[src/rtl/sort_stream_controller_pkg.sv]
`default_nettype none
// ============================================================================
// Module      : sort_stream_controller_pkg
// Description : Shared FSM encoding, group size and pad-key helper for the
//               4-key sort stream controller.
// Revision    : 1.0 - initial release
// ============================================================================
package sort_stream_controller_pkg;

    localparam int GROUP_SIZE = 4;
    localparam int CNT_W      = $clog2(GROUP_SIZE + 1);
    localparam int IDX_W      = $clog2(GROUP_SIZE);
    localparam int PAD_MAX_W  = 64;

    typedef enum logic [1:0] {
        FILL  = 2'd0,
        SORT  = 2'd1,
        DRAIN = 2'd2
    } state_t;

    // Callers truncate to their key width; all-ones sorts after every real key.
    function automatic logic [PAD_MAX_W-1:0] padKey();
        return '1;
    endfunction

endpackage
`default_nettype wire

[src/rtl/sort_stream_controller_network.sv]
`default_nettype none
// ============================================================================
// Module      : sortingNetwork4
// Description : Combinational 4-input, 5-comparator unsigned sorting network;
//               lane 0 of the output carries the smallest key.
// Revision    : 1.0 - initial release
// ============================================================================
module sortingNetwork4
    import sort_stream_controller_pkg::*;
#(
    parameter int WIDTH = 16
) (
    input  logic [GROUP_SIZE*WIDTH-1:0] keysIn,
    output logic [GROUP_SIZE*WIDTH-1:0] keysOut
);

    logic [WIDTH-1:0] w_k0, w_k1, w_k2, w_k3;
    logic [WIDTH-1:0] w_s1Lo01, w_s1Hi01, w_s1Lo23, w_s1Hi23;
    logic [WIDTH-1:0] w_s2Min, w_s2Mid0, w_s2Mid1, w_s2Max;
    logic [WIDTH-1:0] w_s3Lo, w_s3Hi;

    assign w_k0 = keysIn[0*WIDTH +: WIDTH];
    assign w_k1 = keysIn[1*WIDTH +: WIDTH];
    assign w_k2 = keysIn[2*WIDTH +: WIDTH];
    assign w_k3 = keysIn[3*WIDTH +: WIDTH];

    // Stage 1: order each pair.
    assign w_s1Lo01 = (w_k0 < w_k1) ? w_k0 : w_k1;
    assign w_s1Hi01 = (w_k0 < w_k1) ? w_k1 : w_k0;
    assign w_s1Lo23 = (w_k2 < w_k3) ? w_k2 : w_k3;
    assign w_s1Hi23 = (w_k2 < w_k3) ? w_k3 : w_k2;

    // Stage 2: global min and max fall out; the two middle keys remain.
    assign w_s2Min  = (w_s1Lo01 < w_s1Lo23) ? w_s1Lo01 : w_s1Lo23;
    assign w_s2Mid0 = (w_s1Lo01 < w_s1Lo23) ? w_s1Lo23 : w_s1Lo01;
    assign w_s2Mid1 = (w_s1Hi01 < w_s1Hi23) ? w_s1Hi01 : w_s1Hi23;
    assign w_s2Max  = (w_s1Hi01 < w_s1Hi23) ? w_s1Hi23 : w_s1Hi01;

    assign w_s3Lo = (w_s2Mid0 < w_s2Mid1) ? w_s2Mid0 : w_s2Mid1;
    assign w_s3Hi = (w_s2Mid0 < w_s2Mid1) ? w_s2Mid1 : w_s2Mid0;

    assign keysOut = {w_s2Max, w_s3Hi, w_s3Lo, w_s2Min};

endmodule
`default_nettype wire

[src/rtl/sort_stream_controller.sv]
`default_nettype none
// ============================================================================
// Module      : sort_stream_controller
// Description : Collects up to four keys, sorts them in one registered pass
//               and streams them out smallest first.
// Revision    : 1.0 - initial release
// ============================================================================
module sort_stream_controller
    import sort_stream_controller_pkg::*;
#(
    parameter int WIDTH = 16
) (
    input  logic             clk,
    input  logic             rst,
    input  logic [WIDTH-1:0] inData,
    input  logic             inValid,
    input  logic             inLast,
    output logic             inReady,
    output logic [WIDTH-1:0] outData,
    output logic             outValid,
    output logic             outLast,
    input  logic             outReady,
    output logic             busy
);

    state_t                       r_state;
    logic [CNT_W-1:0]             r_cnt;
    logic [IDX_W-1:0]             r_idx;
    logic [WIDTH-1:0]             r_slot [GROUP_SIZE];
    logic [WIDTH-1:0]             r_res  [GROUP_SIZE];

    logic [GROUP_SIZE*WIDTH-1:0]  w_netIn;
    logic [GROUP_SIZE*WIDTH-1:0]  w_netOut;
    logic [WIDTH-1:0]             w_pad;
    logic [IDX_W-1:0]             w_lastIdx;

    assign w_pad     = WIDTH'(padKey());
    assign w_lastIdx = IDX_W'(r_cnt - CNT_W'(1));

    // Unfilled lanes carry the pad key so they sink to the end of the result.
    for (genvar i = 0; i < GROUP_SIZE; i++) begin : g_lane
        assign w_netIn[i*WIDTH +: WIDTH] = (CNT_W'(i) < r_cnt) ? r_slot[i] : w_pad;
    end

    sortingNetwork4 #(
        .WIDTH (WIDTH)
    ) u_network (
        .keysIn  (w_netIn),
        .keysOut (w_netOut)
    );

    always_ff @(posedge clk) begin
        if (rst) begin
            r_state <= FILL;
            r_cnt   <= '0;
            r_idx   <= '0;
            for (int i = 0; i < GROUP_SIZE; i++) begin
                r_slot[i] <= '0;
                r_res[i]  <= '0;
            end
        end else begin
            case (r_state)
                FILL: begin
                    if (inValid) begin
                        r_slot[r_cnt[IDX_W-1:0]] <= inData;
                        r_cnt                    <= r_cnt + CNT_W'(1);
                        if (inLast || (r_cnt == CNT_W'(GROUP_SIZE - 1))) begin
                            r_state <= SORT;
                        end
                    end
                end
                SORT: begin
                    for (int i = 0; i < GROUP_SIZE; i++) begin
                        r_res[i] <= w_netOut[i*WIDTH +: WIDTH];
                    end
                    r_state <= DRAIN;
                end
                DRAIN: begin
                    if (outReady) begin
                        if (r_idx == w_lastIdx) begin
                            r_state <= FILL;
                            r_cnt   <= '0;
                            r_idx   <= '0;
                        end else begin
                            r_idx <= r_idx + IDX_W'(1);
                        end
                    end
                end
                default: r_state <= FILL;
            endcase
        end
    end

    // Handshake outputs decode registered state only.
    assign inReady  = (r_state == FILL);
    assign outValid = (r_state == DRAIN);
    assign outLast  = (r_state == DRAIN) && (r_idx == w_lastIdx);
    assign outData  = r_res[r_idx];
    assign busy     = !((r_state == FILL) && (r_cnt == '0));

endmodule
`default_nettype wire

[config.mk]
export PLATFORM = sky130hd
export DESIGN_NAME = sort_stream_controller
export DESIGN_NICKNAME = d
export VERILOG_FILES = /design/src/rtl/sort_stream_controller_pkg.sv /design/src/rtl/sort_stream_controller_network.sv /design/src/rtl/sort_stream_controller.sv
export SDC_FILE = /design/constraint.sdc
export NUM_CORES = 1
export LEC_CHECK = 0
export CAP_MARGIN = 20
export CORE_UTILIZATION = 25
export DETAILED_ROUTE_END_ITERATION = 16
export PLACE_DENSITY_LB_ADDON = 0.1
export SYNTH_ARGS = -nofsm -noshare
export SYNTH_HDL_FRONTEND = slang
export SYNTH_SLANG_ARGS = --single-unit
[constraint.sdc]
create_clock -name clk -period 11.1 [get_ports clk]
set_input_delay 2.22 -clock clk [delete_from_list [all_inputs] [get_ports clk]]
set_output_delay 2.22 -clock clk [all_outputs]
set_load 0.05 [all_outputs]
==> summary.txt <==
Power and ir drop
  – Pwr Density: 184 nW/um2
  – Clk network pwr share: between 20 and 30%
  – Sw Share: 35.7%
  – Leak: 4.60 nW
  – Combinational Power Share: a little under two fifths
  – P_sw: a little over 0.0007 W
  – Int Pwr: 0.00128 W
  – Max VDD drop: approximately 0.00012 V
  – Sequential share of power: 32.9%

Worst setup path
  – Largest stage delay, worst path: 920 ps
  – FF-to-FF Start: r_cnt[2]
  – Arrival @ worst endpoint: 9250 ps
  – Crit path launch: r_cnt[2]
  – Critical path endpoint category: register
  – CP dominant cell by count: a21o_1
  – R2R cell count: 32
  – Worst Setup Path Type: register to register
  – Critical-path top delay cell: dfxtp_1
  – Data required time at the worst endpoint: 11360 ps
  – Critical path startpoint category: register
  – Maximum fanout along the worst path: 30

Synthesis
  – Flops & latches, synth: ~140
  – Sequential fraction of the synthesis area: 43.2%
  – Async S/R FF share, synth: 0%
  – Top cells by area, synth: edfxtp_1 (41%), ha_1 (9.9%), mux2i_1 (6.3%)
  – Post-synth top flop: edfxtp_1
  – Mapped Area: ~9300 um2
  – Syn. warnings: 0
  – Syn Inst Count: 931
  – Mean Syn Cell Area: 10.0 um2
  – Synth Net Count: 1026
  – Post-synth EDFFs: 128
  – Post-synth cell types: 67
  – Proportion of netlist area held by the largest area contributor: ~41%
  – Synth area leader: edfxtp_1

STA
  – Final setup viols: 0
  – Fin crit period: 8990 ps
  – Slew Limit Headroom: about a third
  – Final setup skew: 14.0 ps
  – Sum Neg Setup Slack: 0 ps
  – Slew Limit Fails: 0
  – Fin crit share: 80.9%
  – Max Clk Rate: around 110 MHz
  – Final Hold Vio Count: 0
  – Unrepaired setup endpoints after global routing: false
  – Least-Margin Pin Slew: around 1000 ps

Cells and area
  – Multi-input logic area: 4780 um2
  – Count of nets after finishing: 1051
  – Area delta synth->final: 16.1%
  – Commonest cells after routing, fill and taps aside: nor2_1 (129), edfxtp_1 (128), a21oi_1 (94)
  – Final core utilization: 29.5%
  – Most common cell after layout, fill and taps aside: nor2_1
  – Fill cell count: between 3000 and 4000
  – # diodes: 0
  – Sequential cell area: between 4000 and 5000 um2
  – Layout cells sized above 1: under 10%

Detailed routing
  – Routed WL per cell: 17.9 um
  – Highest routed layer: met4
  – Met2 WL post-DR: about 11 mm
  – DRT Pass-1 Iters: 5
  – Routed wl met3: 663 um
  – Routed Antenna Nets: 0
  – Met1 WL: 14.1 mm
  – Vias/cell: 4.61
  – Starting DRT DRC Count: 376
  – DR vias: 6628
  – Final WL: 25.7 mm
  – # DRC: 0

Placement
  – Final HPWL DP: 20.3 mm
  – Routability cong.: 0.806
  – Port bufs: 40

Floorplanning
  – Core ar.: 36600 um2
  – Row count: 70
  – Die Y: 195 um
  – Initial Util: 25.4%
  – Die Footprint: between 30000 and 40000 um2
  – Die Wd: 195 um
  – # IOs: 41

CTS
  – Clock Tree Buf Depth: 2
  – Worst skew pair latency: 430 ps
  – Root buffer cell: clkbuf_16
  – Reg clk slew, reported paths: around 60 ps
  – H-tree depth: 4
  – CTS sink cnt: 137
  – Post-CTS Repair Setup Buffers: 0
  – Total clock buffers created by CTS: 17
  – Hold-fix buffers, CTS: 0
  – Post-CTS sizing: 0
  – CTS tree: done

GRT
  – GRT Residual Overflow: 0
  – Number of global-route vias before repair: 6574
  – Largest net degree at the start of global routing: 65
  – GRT Resource Usage Total: 14.1%
  – First-pass GRT wire length: 40.4 mm
  – Initial antenna violation count: 0

Worst hold path
  – HP Class: register to register
  – Hold Path Origin: r_idx[1]
  – Hold depth: 2

Flow run
  – Max-cap viol count: 0

Status
  – Status: complete, no violations
[final cells by class]
type	instances	share of cell area, %
sequential	137	37.2
clock inverter	8	0.740
inverter	76	2.64
multi-input combinational	670	44.2
tap	468	5.41
timing repair buffer	54	4.74
clock buffer	24	5.05
[through the flow]
stage / setup WS [ps] / total power [W] / area, um2 / hold slack, ps / std cells
5_1_grt: 897 / 0.00211 / 10800 / 625 / 1437
6_report: 2110 / 0.00199 / 10800 / 549 / 1437
3_5_place_dp: 2010 / 0.00142 / 10200 / 539 / 1405
3_3_place_gp: 1870 / 0.00142 / 10200 / 526 / 1404
2_1_floorplan: 3350 / 0.00122 / 9310 / 484 / 931
4_1_cts: 1960 / 0.00202 / 10800 / 553 / 1437
[worst max-delay path, delay by kind of cell, from the launching register on]
kind            cells  cell delay [ps]
compound gates     16             4480
fa+ha+maj           3              970
buf+inv             4              650
flops               1              920
mux                 1              370
simple gates        8             1390
[per-layer routing]
layer  vias to the layer above  global-route usage (%)
li1                       3406                       -
met1                      3117                    21.5
met2                        91                    20.3
met3                        14                    2.42
met4                         0                    3.88
met5                         -                       0
[power groups by stage]
stage,clock network (W),logic [W],registers (W)
after floorplan,0,0.000569,0.000654
after global placement,0,0.000749,0.000667
after detailed placement,0,0.000751,0.000666
after CTS,0.000608,0.000753,0.000655
after global routing,0.000625,0.000823,0.000660
final,0.000593,0.000743,0.000654
[flip-flops by register name (all words and copies together) (netlist names), named ones only]
register  flops
r_cnt         3
r_idx         2
r_res        64
r_slot       64
r_state       2
[cells in the mapped netlist, types with 3 or more instances]
| cell | count |
|---|---|
| nor2_1 | 129 |
| edfxtp_1 | 128 |
| a21oi_1 | 94 |
| inv_1 | 75 |
| ha_1 | 74 |
| and2_1 | 65 |
| mux2i_1 | 59 |
| nand2_1 | 53 |
| o22ai_1 | 30 |
| clkbuf_1 | 27 |
| nor2b_1 | 21 |
| a21o_1 | 17 |
| mux4_2 | 16 |
| buf_2 | 12 |
| nand4_1 | 12 |
| nor3_1 | 10 |
| dfxtp_1 | 9 |
| nand2b_1 | 7 |
| o21ai_0 | 7 |
| or2_2 | 7 |
| nand3_1 | 6 |
| a211oi_1 | 4 |
| mux2_2 | 4 |
| o211ai_1 | 4 |
| buf_1 | 3 |
| buf_4 | 3 |
| buf_6 | 3 |
| nand3b_1 | 3 |
| o21a_1 | 3 |
| o21ai_1 | 3 |
| o31ai_1 | 3 |
[cell families after synthesis]
logic type	Yosys count	synth area share, %
AO/OA/AOI/OAI	191	13.2
XOR/XNOR	3	0.282
adder cells (fa/ha/maj)	74	9.94
buffers and inverters	124	5.52
flip-flops	137	43.2
multiplexers	80	10.8
AND/OR/NAND/NOR	322	17.0
[final timing paths]
kind	endpoint	slack (ps)
min reg2reg	r_idx[1]	550
max	r_res[1][15]	2110
min	r_idx[1]	550
max reg2reg	r_res[1][15]	2110
No activity file was read; power rests on OpenSTA's default activity.
